===== config.mk =====
export PLATFORM = sky130hd
export DESIGN_NAME = multicycle_control
export DESIGN_NICKNAME = d
export VERILOG_FILES = /design/src/rtl/multicycle_control_pkg.sv /design/src/rtl/multicycle_control_mem_wait_timer.sv /design/src/rtl/multicycle_control.sv
export SDC_FILE = /design/constraint.sdc
export NUM_CORES = 1
export LEC_CHECK = 0
export ABC_AREA = 1
export CORE_UTILIZATION = 50
export DETAILED_ROUTE_END_ITERATION = 10
export PLACE_DENSITY = 0.87
export SETUP_SLACK_MARGIN = 0.3
export SLEW_MARGIN = 20
export SYNTH_ARGS = -nofsm -noshare
export SYNTH_HDL_FRONTEND = slang
export SYNTH_SLANG_ARGS = --single-unit

===== constraint.sdc =====
create_clock -name clk -period 3 [get_ports clk]
set_input_delay 0.3 -clock clk [delete_from_list [all_inputs] [get_ports clk]]
set_output_delay 0.3 -clock clk [all_outputs]
set_load 0.05 [all_outputs]

===== src/rtl/multicycle_control_pkg.sv =====
//------------------------------------------------------------------------------
// Module   : multicycle_control_pkg
// Brief    : Shared definitions for the multi-cycle RV32I control unit: state
//            encodings, opcode[6:2] class codes, ALU/PC/writeback selectors
//            and the opcode legality helper.
// Revision : 1.0 - initial release
//------------------------------------------------------------------------------
`default_nettype none

package multicycle_control_pkg;

    // Sequencer states; the numeric values are visible on the debug port.
    typedef enum logic [2:0] {
        ST_IDLE   = 3'd0,
        ST_FETCH  = 3'd1,
        ST_DECODE = 3'd2,
        ST_EXEC   = 3'd3,
        ST_MEM    = 3'd4,
        ST_WB     = 3'd5,
        ST_HALT   = 3'd6
    } state_e;

    // Instruction classes, encoded as opcode[6:2].
    localparam logic [4:0] OP_LOAD   = 5'b00000;
    localparam logic [4:0] OP_IMMOP  = 5'b00100;
    localparam logic [4:0] OP_AUIPC  = 5'b00101;
    localparam logic [4:0] OP_STORE  = 5'b01000;
    localparam logic [4:0] OP_REG    = 5'b01100;
    localparam logic [4:0] OP_LUI    = 5'b01101;
    localparam logic [4:0] OP_BRANCH = 5'b11000;
    localparam logic [4:0] OP_JALR   = 5'b11001;
    localparam logic [4:0] OP_JAL    = 5'b11011;

    // ALU operation classes.
    localparam logic [1:0] ALUOP_ADD    = 2'b00;
    localparam logic [1:0] ALUOP_BRANCH = 2'b01;
    localparam logic [1:0] ALUOP_RFUNCT = 2'b10;
    localparam logic [1:0] ALUOP_IFUNCT = 2'b11;

    // PC source selection.
    localparam logic [1:0] PC_SRC_PLUS4  = 2'd0;
    localparam logic [1:0] PC_SRC_TARGET = 2'd1;
    localparam logic [1:0] PC_SRC_JALR   = 2'd2;

    // Register-file writeback source selection.
    localparam logic [1:0] WB_SEL_ALU = 2'd0;
    localparam logic [1:0] WB_SEL_MEM = 2'd1;
    localparam logic [1:0] WB_SEL_PC4 = 2'd2;
    localparam logic [1:0] WB_SEL_IMM = 2'd3;

    // A legal opcode is a 32-bit encoding (low bits 11) of a supported class.
    function automatic logic is_legal_op(input logic [6:0] opc);
        logic known;
        case (opc[6:2])
            OP_LOAD, OP_IMMOP, OP_AUIPC, OP_STORE, OP_REG,
            OP_LUI, OP_BRANCH, OP_JALR, OP_JAL: known = 1'b1;
            default:                            known = 1'b0;
        endcase
        return known && (opc[1:0] == 2'b11);
    endfunction

endpackage

`default_nettype wire


===== src/rtl/multicycle_control_mem_wait_timer.sv =====
//------------------------------------------------------------------------------
// Module   : mem_wait_timer
// Brief    : Counts cycles spent waiting on the memory handshake and flags
//            expiry on the wait cycle that brings the count to MEM_TIMEOUT.
//            MEM_TIMEOUT = 0 disables expiry.
// Revision : 1.0 - initial release
//------------------------------------------------------------------------------
`default_nettype none

module mem_wait_timer #(
    parameter int MEM_TIMEOUT = 16,
    parameter int CNT_WIDTH   = 5
) (
    input  logic clk,
    input  logic rst,
    input  logic clear_i,
    input  logic wait_i,
    output logic expired_o
);

    logic [CNT_WIDTH-1:0] cnt_q;
    logic [CNT_WIDTH-1:0] cnt_d;

    // Clear on any state change, otherwise advance once per wait cycle.
    always_comb begin
        cnt_d = cnt_q;
        if (clear_i) begin
            cnt_d = '0;
        end else if (wait_i) begin
            cnt_d = cnt_q + CNT_WIDTH'(1);
        end
    end

    // Counter register.
    always_ff @(posedge clk or negedge rst) begin
        if (!rst) begin
            cnt_q <= '0;
        end else begin
            cnt_q <= cnt_d;
        end
    end

    // Expiry only on a wait cycle, so a same-cycle mem_ready always wins.
    generate
        if (MEM_TIMEOUT > 0) begin : g_timeout
            localparam logic [CNT_WIDTH-1:0] LIMIT_M1 = CNT_WIDTH'(MEM_TIMEOUT - 1);
            assign expired_o = wait_i && (cnt_q == LIMIT_M1);
        end else begin : g_no_timeout
            assign expired_o = 1'b0;
        end
    endgenerate

endmodule

`default_nettype wire


===== src/rtl/multicycle_control.sv =====
//------------------------------------------------------------------------------
// Module   : multicycle_control
// Brief    : Multi-cycle RV32I control FSM. Sequences each instruction through
//            IDLE/FETCH/DECODE/EXEC/MEM/WB, drives datapath strobes and a
//            req/ready memory handshake guarded by a wait timer.
//            Build option: CTRL_ILLEGAL_TRAP_EN - trap illegal opcodes to HALT
//            and raise illegal_insn; otherwise they execute as a NOP.
// Revision : 1.0 - initial release
//------------------------------------------------------------------------------
`default_nettype none

module multicycle_control
    import multicycle_control_pkg::*;
#(
    parameter int OPCODE_WIDTH = 7,
    parameter int ALUOP_WIDTH  = 2,
    parameter int MEM_TIMEOUT  = 16,
    parameter int CNT_WIDTH    = 5
) (
    input  logic                    clk,
    input  logic                    rst,
    input  logic [OPCODE_WIDTH-1:0] opcode,
    input  logic                    branch_taken,
    input  logic                    mem_ready,
    output logic                    mem_req,
    output logic                    mem_we,
    output logic                    iord,
    output logic                    ir_write,
    output logic                    pc_write,
    output logic [1:0]              pc_src,
    output logic                    alusrc,
    output logic [ALUOP_WIDTH-1:0]  aluop,
    output logic                    reg_write,
    output logic [1:0]              wb_sel,
    output logic [2:0]              state,
    output logic                    bus_timeout,
    output logic                    illegal_insn
);

    state_e     state_q;
    state_e     state_d;
    logic [4:0] op_q;
    logic [4:0] op_d;
    logic       bus_timeout_q;
    logic       timeout_set;
    logic [1:0] aluop_w;
    logic       wait_w;
    logic       clear_w;
    logic       expired_w;
    logic       legal_w;
`ifdef CTRL_ILLEGAL_TRAP_EN
    logic       illegal_q;
    logic       illegal_set;
`endif

    assign legal_w = is_legal_op(opcode[6:0]);

    // Only FETCH and MEM wait on memory; any state change restarts the count.
    assign wait_w  = ((state_q == ST_FETCH) || (state_q == ST_MEM)) && !mem_ready;
    assign clear_w = (state_d != state_q);

    mem_wait_timer #(
        .MEM_TIMEOUT (MEM_TIMEOUT),
        .CNT_WIDTH   (CNT_WIDTH)
    ) u_mem_wait_timer (
        .clk       (clk),
        .rst       (rst),
        .clear_i   (clear_w),
        .wait_i    (wait_w),
        .expired_o (expired_w)
    );

    // Next-state and strobe decode; every output defaults to inactive.
    always_comb begin
        state_d     = state_q;
        op_d        = op_q;
        timeout_set = 1'b0;
`ifdef CTRL_ILLEGAL_TRAP_EN
        illegal_set = 1'b0;
`endif
        mem_req     = 1'b0;
        mem_we      = 1'b0;
        iord        = 1'b0;
        ir_write    = 1'b0;
        pc_write    = 1'b0;
        pc_src      = PC_SRC_PLUS4;
        alusrc      = 1'b0;
        aluop_w     = ALUOP_ADD;
        reg_write   = 1'b0;
        wb_sel      = WB_SEL_ALU;

        case (state_q)
            ST_IDLE: begin
                state_d = ST_FETCH;
            end

            ST_FETCH: begin
                mem_req = 1'b1;
                iord    = 1'b0;
                if (mem_ready) begin
                    ir_write = 1'b1;
                    pc_write = 1'b1;
                    pc_src   = PC_SRC_PLUS4;
                    state_d  = ST_DECODE;
                end else if (expired_w) begin
                    timeout_set = 1'b1;
                    state_d     = ST_HALT;
                end
            end

            ST_DECODE: begin
                op_d = opcode[6:2];
                if (legal_w) begin
                    state_d = ST_EXEC;
                end else begin
`ifdef CTRL_ILLEGAL_TRAP_EN
                    illegal_set = 1'b1;
                    state_d     = ST_HALT;
`else
                    state_d     = ST_FETCH;
`endif
                end
            end

            ST_EXEC: begin
                state_d = ST_WB;
                case (op_q)
                    OP_REG: begin
                        aluop_w = ALUOP_RFUNCT;
                    end
                    OP_IMMOP: begin
                        aluop_w = ALUOP_IFUNCT;
                        alusrc  = 1'b1;
                    end
                    OP_LOAD, OP_STORE: begin
                        alusrc  = 1'b1;
                        state_d = ST_MEM;
                    end
                    OP_AUIPC: begin
                        alusrc = 1'b1;
                    end
                    OP_BRANCH: begin
                        aluop_w  = ALUOP_BRANCH;
                        pc_write = branch_taken;
                        pc_src   = PC_SRC_TARGET;
                        state_d  = ST_FETCH;
                    end
                    OP_JAL: begin
                        pc_write = 1'b1;
                        pc_src   = PC_SRC_TARGET;
                    end
                    OP_JALR: begin
                        alusrc   = 1'b1;
                        pc_write = 1'b1;
                        pc_src   = PC_SRC_JALR;
                    end
                    default: begin
                        // LUI: the immediate goes straight to writeback.
                    end
                endcase
            end

            ST_MEM: begin
                mem_req = 1'b1;
                iord    = 1'b1;
                mem_we  = (op_q == OP_STORE);
                if (mem_ready) begin
                    state_d = (op_q == OP_STORE) ? ST_FETCH : ST_WB;
                end else if (expired_w) begin
                    timeout_set = 1'b1;
                    state_d     = ST_HALT;
                end
            end

            ST_WB: begin
                reg_write = 1'b1;
                case (op_q)
                    OP_LOAD:         wb_sel = WB_SEL_MEM;
                    OP_JAL, OP_JALR: wb_sel = WB_SEL_PC4;
                    OP_LUI:          wb_sel = WB_SEL_IMM;
                    default:         wb_sel = WB_SEL_ALU;
                endcase
                state_d = ST_FETCH;
            end

            ST_HALT: begin
                state_d = ST_HALT;
            end

            default: begin
                state_d = ST_IDLE;
            end
        endcase
    end

    // State, latched opcode class and sticky timeout flag.
    always_ff @(posedge clk or negedge rst) begin
        if (!rst) begin
            state_q       <= ST_IDLE;
            op_q          <= '0;
            bus_timeout_q <= 1'b0;
        end else begin
            state_q       <= state_d;
            op_q          <= op_d;
            bus_timeout_q <= bus_timeout_q | timeout_set;
        end
    end

`ifdef CTRL_ILLEGAL_TRAP_EN
    // Sticky illegal-opcode flag, cleared only by reset.
    always_ff @(posedge clk or negedge rst) begin
        if (!rst) begin
            illegal_q <= 1'b0;
        end else begin
            illegal_q <= illegal_q | illegal_set;
        end
    end

    assign illegal_insn = illegal_q;
`else
    assign illegal_insn = 1'b0;
`endif

    assign aluop       = ALUOP_WIDTH'(aluop_w);
    assign state       = state_q;
    assign bus_timeout = bus_timeout_q;

endmodule

`default_nettype wire

### After elaboration in Yosys (flattened, before gate mapping)

Memories as Yosys holds them, arrays and structs flattened.
Cells that the tools add are included.

* bits of input ports: 11
* bits in registers: 14
* output and inout port bits: 18
* memories kept: 1
* ROM bits: 32
* logic and storage cells: 66

Memory list
* (name not given): words 32, width 1, read ports 1, clocked after Yosys merged registers in 0, wr ports 0, line multicycle_control_pkg.sv:54 `case (opc[6:2])`

* eq/ne operators: 17
* bitwise logic cells: 1
* add/subtract/negate cells: 1
* muxes and demuxes: 28
* reduce and logical (&&, ||, !) cells: 14

Operators with widths (count)
* == test 5 x 4 -> 1 bit (second input constant): 4
* one-hot mux 3 bit (6 select lines): 1
* == test 5 bit (second input constant): 3
* 2-to-1 mux 3 bit: 4
* one-hot mux 2 bit (3 select lines): 2
* 2-to-1 mux 1 bit: 11
* == test 5 x 3 -> 1 bit (second input constant): 2
* 2-to-1 mux 5 bit: 2
* OR reduction 2 bit: 5
* == test 3 bit (second input constant): 3
* 2-to-1 mux 2 bit: 4
* == test 3 x 2 -> 1 bit (second input constant): 2
* one-hot mux 3 bit (2 select lines): 1
* adder 5 x 1 -> 5 bit (second input constant): 1
* logical NOT 5 bit: 1
* OR reduction 5 bit: 1
* one-hot mux 1 bit (2 select lines): 2
* one-hot mux 2 bit (2 select lines): 1
* == test 3 x 1 -> 1 bit (second input constant): 1
* logical AND 1 bit: 3
* logical NOT 3 bit: 1
* inequality test 3 bit: 1
* == test 2 bit (second input constant): 1
* nonzero test 2 bit: 1
* 3 further kinds: 3

### Logic depth before layout (Yosys ltp)

Gate-level depths: netlist of run 1.

* word-level depth: 9
* depth in mapped cells: 12

### Hierarchy

A second synthesis of run 1 with hierarchy kept.

* cell total of the unflattened synthesis: 163
* area total of the unflattened synthesis: 1071.0 µm²

By module, submodules not included
* multicycle_control: times used 1, sequential area each 225.2 µm², area an instance 773.2 µm², cells each 130
* mem_wait_timer: times used 1, sequential area each 125.1 µm², area an instance 297.8 µm², cells each 33

### Least setup slack after synthesis of run 1

OpenSTA, ideal clock, no wires.

* kind: flip-flop to output port
* start point: reg state_q[0], in the netlist state[0]
* end point: out aluop[1]
* setup slack: 129 ps
* stages on the path, launching flop included: 6
* data arrival time: 2571 ps
* required time: 2700 ps
* path through: dfrtp_1 -> buf_6 -> nand2_1 -> nor2_1 -> inv_1 -> nor4_1

* longest elaborated chain between the ends: 2

Ends and longest elaborated chain
* start: declaration: line multicycle_control.sv:40 `state_e state_q;`
* start signal: assignment: line multicycle_control.sv:203 `state_q <= state_d;`
* == test 3 x 2 -> 1 bit: line multicycle_control.sv:92 `case (state_q)`
* 2-to-1 mux 2 bit: line multicycle_control.sv:92
* end: declaration: line multicycle_control.sv:32 `output logic [ALUOP_WIDTH-1:0] aluop,`

Every way passes these cells.

### Worst setup path in the final report of run 1

Same ends and word-level chain as after synthesis.

==> metrics.md, run 1 <==
| Metric | Value |
|---|---|
| Status | `complete, no violations` |
| Syn-to-layout area delta | `32.7%` |
| TritonCTS Sinks | `14` |
| Worst Setup Path Type | `reg2out` |
| Post-synth EDFFs | `0` |
| HPWL Detailed | `~1.9 mm` |
| VDD IR max | `0.488 mV` |
| Fin crit share | `0.836` |
| ANT cells | `0` |
| CP required | `2.70 ns` |
| Hold_buf cts | `0` |
| Setup crit start kind | `register` |
| Syn nets | `153` |
| Nets | `182` |
| Setup violators final | `0` |
| Starting Density | `0.559` |
| Max cap viols | `0` |
| Sequential share of the synthesized area | `0.348` |
| Synth Flop Type | `dfrtp_1` |
| CTS Buf Count | `3` |
| Core area | `0.00180 mm^2` |
| Top-count cell post-synth | `nand2_1` |
| Fin. Hold Viols | `0` |
| Clk Latency, worst-skew pair | `0.28 ns` |
| Top cell type's share of synthesized area | `0.348` |
| Post-Synthesis Cells | `140` |
| Yosys warnings | `0` |
| CTS Root Cell | `clkbuf_4` |
| DR DRC count | `0` |
| Clock Path Buffers | `2` |
| Hold crit path type | `in2async` |
| Routed wl met2 | `1.23 mm` |
| Clk slew on worst S/H paths | `about 0.080 ns` |
| Yosys top cell by area | `dfrtp_1` |
| FF+latch count, synth | `14` |
| Die extent in x | `46.9 um` |
| CTS tree | `done` |
| Synth top area cells | `dfrtp_1, nand2_1, inv_1, nand3_1, nor2_1` |
| RSZ-0062 raised after global routing | `no` |
| Setup bufs post-CTS | `0` |
| Crit end category | `output pin` |
| Area of the multi-input gates | `549 um^2` |
| WL final | `about 2.4 mm` |
| Share of cells above drive strength 1 | `0.125` |
| Setup TNS Final | `0 ns` |
| Pin count of the biggest net entering global routing | `15` |
| Register area | `350 um^2` |
| Die Area | `0.00220 mm^2` |
| DR pass1 iterations | `4` |
| P per Cell Area | `roughly 890 mW/mm^2` |
| Leakage | `0.663 nW` |
| CP Max Fanout | `9` |
| Routed len/inst | `roughly 12 um` |
| First-pass GRT wire length | `3.75 mm` |
| Tightest Pin Transition | `0.614 ns` |
| Met3 wire len | `around 130 um` |
| Met1 WL | `about 1000 um` |
| Most instantiated cells after synthesis | `nand2_1, inv_1, nor2_1` |
| Initial antenna violation count | `0` |
| Arr. time, crit path | `approximately 2.2 ns` |
| Minimum clock period | `around 2.5 ns` |
| GPL Wtd Cong | `0.892` |
| Skew final | `0.00154 ns` |
| Fmax achieved | `approximately 400 MHz` |
| Post-synthesis instance area | `0.00101 mm^2` |
| Global route overflow | `0` |
| Uppermost layer routed | `met4` |
| CTS H-tree depth | `1` |
| Cell Rows | `15` |
| GRT Overall Usage | `0.246` |
| Total number of vias | `approximately 1k` |
| Die Span Y | `46.9 um` |
| Filler cells | `roughly 160` |
| Power, Total | `1.19 mW` |
| Vias in the first global route | `885` |
| # IOs | `29` |
| Ys async rst share | `1.00` |
| Initial DRC Count | `34` |
| Slew HR | `0.590` |
| Final Max Tran Viols | `0` |
| Post-synth cell types | `33` |
| Syn Area/Cell | `7.19 um^2` |
| Via/cell ratio | `5.30` |
| Antenna Nets Post-Route | `0` |
| IO buf count | `27` |
final timing paths:
check	start	end	slack, ns	cells past startpoint
max reg2reg	u_mem_wait_timer.cnt_q[0]	u_mem_wait_timer.cnt_q[3]	1.00	12
max	state[0]	aluop[1]	0.49	5
min in group clk	bus_timeout	bus_timeout	0.49	1
min	rst	op_q[2]	0.40	1
min reg2reg	bus_timeout	bus_timeout	0.49	1
max in group asynchronous	rst	state[2]	2.21	1
metal layers:
layer	vias to the layer above	global-route usage
met4	0	0.103
li1	511	-
met1	464	0.295
met3	2	0.0462
met2	46	0.431
met5	-	0
placed cells by master, fill, tap and decap left out, types with 3 or more instances in the layout:
cell,n
nor2_1,15
dfrtp_1,14
nand3_2,5
dlymetal6s2s_1,3
clkdlybuf4s50_1,24
nand3_1,12
nand2_1,30
clkbuf_4,3
a21oi_1,5
inv_1,20
nand4_1,3
o21ai_0,6
report_power, final:
part | switching, mW | internal [mW]
Combinational | 0.485 | 0.235
Clock | 0.0617 | 0.0738
Sequential | 0.0918 | 0.245
critical path, cell delays in order (launching register included):
cell,delay (ns)
dfrtp_1,0.56
nand2_1,0.09
nor2_1,0.12
inv_1,0.13
nor4_2,0.18
clkdlybuf4s50_1,0.84
flip-flops by register name (all words and copies together), names as in the netlist:
name / count
bus_timeout: 1
op_q: 5
state: 3
u_mem_wait_timer.cnt_q: 5
through the flow:
| stage | hold slack [ns] | worst slack [ns] | cell area [um^2] | util | cells |
|---|---|---|---|---|---|
| 2_1_floorplan | 0.00441 | 0.718 | 1010 | - | 140 |
| 5_1_grt | 0.445 | 0.392 | 1340 | 0.742 | 193 |
| 6_report | 0.398 | 0.493 | 1340 | 0.742 | 193 |
| 3_5_place_dp | 0.468 | 0.722 | 1290 | 0.717 | 189 |
| 3_3_place_gp | 0.458 | 0.744 | 1290 | 0.717 | 189 |
| 4_1_cts | 0.422 | 0.417 | 1330 | 0.738 | 193 |
cells by family after synthesis:
family,synth area share
simple gates,0.365
fa+ha+maj,0.0248
compound gates,0.119
flops,0.348
xor+xnor,0.0261
buf+inv,0.113
other cells,0.00372
area by class of cell:
cell class	instances	share of cell area
well taps	25	0.0234
multi-input cells	100	0.411
inverters	23	0.0684
repair buffers	27	0.208
flip-flops and latches	14	0.262
clock buffers	4	0.0272
timing repair:
item / in CTS / in global routing
endpoints found under the hold margin: 0 / 0
endpoints found under the setup margin: 0 / 3
resized for setup: 0 / 3
Power figures use the tool's default switching activity.
==> run 2, diff against run 1 <==
--- a/config.mk
+++ b/config.mk
@@ -6,9 +6,9 @@
 export NUM_CORES = 1
 export LEC_CHECK = 0
 export ABC_AREA = 1
-export CORE_UTILIZATION = 50
+export CORE_UTILIZATION = 42
 export DETAILED_ROUTE_END_ITERATION = 10
-export PLACE_DENSITY = 0.87
+export PLACE_DENSITY = 0.79
 export SETUP_SLACK_MARGIN = 0.3
 export SLEW_MARGIN = 20
 export SYNTH_ARGS = -nofsm -noshare
==> constraint.sdc (replaced) <==
create_clock -name clk -period 2.3 [get_ports clk]
set_input_delay 0.23 -clock clk [delete_from_list [all_inputs] [get_ports clk]]
set_output_delay 0.23 -clock clk [all_outputs]
set_load 0.05 [all_outputs]
==> metrics.md, run 2 (synthesis results as in run 1) <==
| Metric | Value |
|---|---|
| Status | `complete, no violations (unchanged)` |
| Initial DRC Count | `15 (was 34)` |
| CTS tree | `done (unchanged)` |
| Global route overflow | `0 (unchanged)` |
| RSZ-0062 raised after global routing | `yes (was no)` |
| Total number of vias | `1021 (was 1023)` |
| Fmax achieved | `515 MHz` |
| Share of cells above drive strength 1 | `0.240 (was 0.125)` |
| Crit end category | `output pin (unchanged)` |
| Worst Setup Path Type | `reg2out (unchanged)` |
| First-pass GRT wire length | `3.74 mm (was 3.75 mm)` |
| Leakage | `0.661 nW (was 0.663 nW)` |
| Filler cells | `210 (was 157)` |
| GRT Overall Usage | `0.189 (was 0.246)` |
| Max cap viols | `0 (unchanged)` |
| Final worst slack | `0.358 ns (was 0.493 ns)` |
| Routed len/inst | `11.6 um (was 12.4 um)` |
| Final hold slack | `0.335 ns (was 0.398 ns)` |
| Area of the multi-input gates | `571 um^2 (was 549 um^2)` |
| CP required | `2.07 ns (was 2.70 ns)` |
| Initial antenna violation count | `0 (unchanged)` |
| Clk slew on worst S/H paths | `0.08 ns (about the same)` |
| Nets | `185 (was 182)` |
| Tightest Pin Transition | `0.613 ns (was 0.614 ns)` |
| Register area | `352 um^2 (was 350 um^2)` |
| Most frequent cells in the layout | `nand2_1, inv_1, nor2_1 (was nand2_1, clkdlybuf4s50_1, inv_1)` |
| VDD IR max | `0.773 mV (was 0.488 mV)` |
| Clock Path Buffers | `2 (unchanged)` |
| DR pass1 iterations | `4 (unchanged)` |
| HPWL Detailed | `1.77 mm (was 1.86 mm)` |
| Die Area | `0.00260 mm^2 (was 0.00220 mm^2)` |
| Setup crit start kind | `register (unchanged)` |
| GPL Wtd Cong | `0.829 (was 0.892)` |
| Pre-CTS setup slack | `0.395 ns (was 0.722 ns)` |
| P per Cell Area | `1160 mW/mm^2 (was 893 mW/mm^2)` |
| Arr. time, crit path | `1.71 ns (was 2.21 ns)` |
| Fin crit share | `0.844` |
| Die extent in x | `51.0 um (was 46.9 um)` |
| CTS H-tree depth | `1 (unchanged)` |
| Setup violators final | `0 (unchanged)` |
| Hold crit path type | `in2async (unchanged)` |
| Minimum clock period | `1.94 ns` |
| Cell Rows | `17 (was 15)` |
| # IOs | `29 (unchanged)` |
| Setup TNS Final | `0 ns (unchanged)` |
| Via/cell ratio | `5.13 (was 5.30)` |
| IO buf count | `27 (unchanged)` |
| CTS Buf Count | `3 (unchanged)` |
| Final Max Tran Viols | `0 (unchanged)` |
| Skew final | `0.00150 ns (was 0.00154 ns)` |
| Die Span Y | `51.0 um (was 46.9 um)` |
| Starting Density | `0.451 (was 0.559)` |
| Hold_buf cts | `0 (unchanged)` |
| Slew HR | `0.590 (about the same)` |
| Antenna Nets Post-Route | `0 (unchanged)` |
| Fin. Hold Viols | `0 (unchanged)` |
| CP Max Fanout | `6 (was 9)` |
| Pin count of the biggest net entering global routing | `15 (unchanged)` |
| CTS Root Cell | `clkbuf_4 (unchanged)` |
| Vias in the first global route | `897 (was 885)` |
| Core area | `0.00223 mm^2 (was 0.00180 mm^2)` |
| Clk Latency, worst-skew pair | `0.27 ns (was 0.28 ns)` |
| ANT cells | `0 (unchanged)` |
| DR DRC count | `0 (unchanged)` |
| TritonCTS Sinks | `14 (unchanged)` |
| WL final | `2.31 mm (was 2.39 mm)` |
| Commonest non-fill, non-tap cell in the layout | `nand2_1 (unchanged)` |
| Syn-to-layout area delta | `34.3% (was 32.7%)` |
-- run 2: cell types whose count changed in the layout (fill, tap and decap cells not counted), moves of 2 or more --
cell and delta:
dlymetal6s2s_1 -2, clkdlybuf4s50_1 -11, ha_2 +2, dlygate4sd2_1 +2, ha_1 -2, buf_4 +13
-- run 2: path summary, 6_finish.rpt --
path / slack (ns) / cells past startpoint / to / from
max: 0.36 / 4 / mem_req / state[1]
min: 0.33 / 1 / op_q[3] / rst
max reg2reg: 0.42 / 12 / u_mem_wait_timer.cnt_q[1] / u_mem_wait_timer.cnt_q[1]
min reg2reg: 0.50 / 1 / bus_timeout / bus_timeout
max in group asynchronous: 1.54 / 1 / op_q[4] / rst
min in group clk: 0.50 / 1 / bus_timeout / bus_timeout
-- run 2: cell type report --
cell class                      count  share of cell area
Clock buffer                        4              0.0268
Inverter                           23              0.0675
Multi-Input combinational cell    100               0.422
Sequential cell                    14               0.260
Tap cell                           28              0.0259
Timing Repair Buffer               30               0.198
-- run 2: metrics by stage --
stage,cells,area [um^2],power [mW],utilization
3_5_place_dp,192,1280,1.36,0.572
5_1_grt,199,1350,1.69,0.606
3_3_place_gp,192,1280,1.33,0.572
6_report,199,1350,1.57,0.606
4_1_cts,196,1310,1.52,0.587
2_1_floorplan,140,1020,1.13,-
-- run 2: layer usage --
metal	vias up	global-route usage	share of wire
met5	-	0	0
met3	2	0.0179	0.045
met2	37	0.307	0.48
li1	514	-	-
met1	468	0.252	0.46
met4	0	0.0833	0.0074
-- run 2: critical path, stage by stage (launching register included) --
cell,delay (ns)
dfrtp_1,0.47
inv_2,0.15
nand3_2,0.17
nand2_2,0.15
clkdlybuf4s15_1,0.50
-- run 2: repair_timing --
action	in CTS	in global routing
gates resized for setup	3	8
setup endpoints to repair	3	10
setup buffers	0	3
pin swaps	0	6
-- run 2: power by group --
part | total, mW | internal [mW] | switching [mW] | leakage [nW]
combinational | 0.961 | 0.316 | 0.646 | 0.462
sequential | 0.440 | 0.321 | 0.119 | 0.178
clock | 0.173 | 0.0962 | 0.0772 | 0.0210
total | 1.57 | 0.733 | 0.842 | 0.661
==> run 3, diff against run 2 <==
--- a/config.mk
+++ b/config.mk
@@ -6,9 +6,9 @@
 export NUM_CORES = 1
 export LEC_CHECK = 0
 export ABC_AREA = 1
-export CORE_UTILIZATION = 42
+export CORE_UTILIZATION = 47
 export DETAILED_ROUTE_END_ITERATION = 10
-export PLACE_DENSITY = 0.79
+export PLACE_DENSITY = 0.83
 export SETUP_SLACK_MARGIN = 0.3
 export SLEW_MARGIN = 20
 export SYNTH_ARGS = -nofsm -noshare
==> constraint.sdc (replaced) <==
create_clock -name clk -period 1.9 [get_ports clk]
set_input_delay 0.19 -clock clk [delete_from_list [all_inputs] [get_ports clk]]
set_output_delay 0.19 -clock clk [all_outputs]
set_load 0.05 [all_outputs]
==> metrics.md, run 3 (synthesis results as in run 1) <==
| Metric | Value |
|---|---|
| CP Max Fanout | `5 (was 6)` |
| VDD IR max | `1.17 mV (was 0.773 mV)` |
| Setup crit start kind | `register (unchanged)` |
| RSZ-0062 raised after global routing | `yes (unchanged)` |
| Fin. Hold Viols | `0 (unchanged)` |
| First-pass GRT wire length | `5.05 mm (was 3.74 mm)` |
| DR DRC count | `0 (unchanged)` |
| CTS H-tree depth | `1 (unchanged)` |
| GPL Wtd Cong | `0.900 (was 0.829)` |
| CTS Buf Count | `3 (unchanged)` |
| Syn-to-layout area delta | `89.2% (was 34.3%)` |
| Met2 Use GR | `0.536 (was 0.307)` |
| DR pass1 iterations | `5 (was 4)` |
| Nets | `199 (was 185)` |
| RR Endpoint | `u_mem_wait_timer.cnt_q[0] (was u_mem_wait_timer.cnt_q[1])` |
| Sw Pwr | `1.60 mW (was 842 uW)` |
| Most used routing layer | `met2 (unchanged)` |
| HPWL Detailed | `1.95 mm (was 1.77 mm)` |
| Grt met1 use | `0.372 (was 0.252)` |
| CTS Root Cell | `clkbuf_4 (unchanged)` |
| P per Cell Area | `1530 mW/mm^2 (was 1160 mW/mm^2)` |
| Tightest Pin Transition | `0.662 ns (was 0.613 ns)` |
| Clock power share | `0.075 (was 0.110)` |
| Die Area | `0.00233 mm^2 (was 0.00260 mm^2)` |
| Hold crit path type | `in2async (unchanged)` |
| Setup violators final | `0 (unchanged)` |
| R2r startpoint | `op_q[1] (was u_mem_wait_timer.cnt_q[1])` |
| Routing usage on met3 | `0.0667 (was 0.0179)` |
| Commonest non-fill, non-tap cell in the layout | `nand2_1 (unchanged)` |
| Core area | `0.00198 mm^2 (was 0.00223 mm^2)` |
| Share of total power in combinational logic | `0.733 (was 0.610)` |
| Die extent in x | `48.3 um (was 51.0 um)` |
| TritonCTS Sinks | `14 (unchanged)` |
| CP required | `2.07 ns (about the same)` |
| Final hold slack | `0.306 ns (was 0.335 ns)` |
| IO buf count | `27 (unchanged)` |
| FF-to-FF path depth | `8 (was 12)` |
| ANT cells | `0 (unchanged)` |
| Pre-CTS setup slack | `0.0404 ns (was 0.395 ns)` |
| Antenna Nets Post-Route | `0 (unchanged)` |
| Die Span Y | `48.3 um (was 51.0 um)` |
| Starting Density | `0.508 (was 0.451)` |
| Slew HR | `0.557 (was 0.590)` |
| GRT Overall Usage | `0.317 (was 0.189)` |
| Status | `complete, no violations (unchanged)` |
| Most frequent cells in the layout | `nand2_1, inv_1, buf_12 (was nand2_1, inv_1, nor2_1)` |
| Initial DRC Count | `110 (was 15)` |
| CTS tree | `done (unchanged)` |
| Final Max Tran Viols | `0 (unchanged)` |
| Worst reg-to-reg setup slack | `0.0003 ns (was 0.42 ns)` |
| Final worst slack | `0.000282 ns (was 0.358 ns)` |
| Power, Total | `2.92 mW (was 1.57 mW)` |
| Hold_buf cts | `0 (unchanged)` |
| Fin crit share | `1.00` |
| Routed len/inst | `23.1 um (was 11.6 um)` |
| Non-Filler Instances | `212 (was 199)` |
| Minimum clock period | `approximately 1.9 ns` |
| Sw Ratio | `0.547 (was 0.534)` |
| Sequential share of power | `0.192 (was 0.280)` |
| Clk Latency, worst-skew pair | `0.28 ns (was 0.27 ns)` |
| Vias in the first global route | `1117 (was 897)` |
| Arr. time, crit path | `2.07 ns (was 1.71 ns)` |
| Total number of vias | `1342 (was 1021)` |
| Skew final | `0.00216 ns (was 0.00150 ns)` |
| # placed instances | `193 (was 192)` |
| Max cap viols | `0 (unchanged)` |
| Via/cell ratio | `6.33 (was 5.13)` |
| WL final | `4.90 mm (was 2.31 mm)` |
| Crit end category | `register (was output pin)` |
| Cell Rows | `16 (was 17)` |
| Internal power | `1.32 mW (was 733 uW)` |
| Clock Path Buffers | `2 (unchanged)` |
| Leakage | `0.790 nW (was 0.661 nW)` |
| Worst Setup Path Type | `reg2reg (was reg2out)` |
| Final core utilization | `0.961 (was 0.606)` |
| Pin count of the biggest net entering global routing | `15 (unchanged)` |
| Fmax achieved | `~530 MHz` |
| # IOs | `29 (unchanged)` |
| Initial antenna violation count | `0 (unchanged)` |
| Share of cells above drive strength 1 | `0.508 (was 0.240)` |
| Clk slew on worst S/H paths | `0.09 ns (was 0.08 ns)` |
| Global route overflow | `0 (unchanged)` |
==> run 3: what timing repair did <==
item,CTS,global route
gates resized for setup,29,33
endpoints found under the setup margin,20,21
hold endpoints to repair,0,0
buffers inserted,11,4
pin swaps,15,20
cloned,0,0
==> run 3: how the worst max path moves through the flow <==
stage                     slack (ns)                 startpoint                   endpoint
final                         0.0003                    op_q[1]  u_mem_wait_timer.cnt_q[0]
after global routing           -0.14                    op_q[1]  u_mem_wait_timer.cnt_q[4]
after CTS                       0.14  u_mem_wait_timer.cnt_q[1]  u_mem_wait_timer.cnt_q[1]
after detailed placement        0.04  u_mem_wait_timer.cnt_q[0]  u_mem_wait_timer.cnt_q[1]
after global placement          0.15  u_mem_wait_timer.cnt_q[0]  u_mem_wait_timer.cnt_q[4]
after floorplan                 0.13                   state[0]                   aluop[1]
==> run 3: final cells by class <==
| class | instances | area, um^2 |
|---|---|---|
| clock buffers | 4 | 36.3 |
| fillers | 46 | 76.3 |
| multi-input cells | 100 | 816 |
| flip-flops and latches | 14 | 358 |
| inverters | 23 | 106 |
| repair buffers | 44 | 556 |
| well taps | 27 | 33.8 |
==> run 3: per-stage QoR <==
| step | instance area (um^2) | setup TNS [ns] |
|---|---|---|
| 5_1_grt | 1910 | -0.798 |
| 3_5_place_dp | 1520 | 0 |
| 3_3_place_gp | 1520 | 0 |
| 4_1_cts | 1740 | 0 |
| 2_1_floorplan | 1090 | 0 |
| 6_report | 1910 | 0 |
==> run 3: critical path: stages (launching register included) <==
cell and delay [ns]:
dfrtp_2 0.47, nor2_4 0.22, nand3_2 0.21, a21oi_1 0.33
nand3_2 0.16, nand2_1 0.12, nand2_1 0.08, nand3_2 0.13
nor2_1 0.06
==> run 3: per-layer routing <==
metal,part of all wire,wire [um]
met1,0.37,1800
met2,0.48,2370
met3,0.085,418
met4,0.064,312
met5,0,0
==> run 3: power groups by stage <==
stage / clock (mW) / sequential, mW / combinational, mW
5_1_grt: 0.233 / 0.565 / 2.23
2_1_floorplan: 0 / 0.583 / 0.871
6_report: 0.220 / 0.561 / 2.14
3_5_place_dp: 0 / 0.523 / 1.37
3_3_place_gp: 0 / 0.518 / 1.34
4_1_cts: 0.221 / 0.501 / 1.65
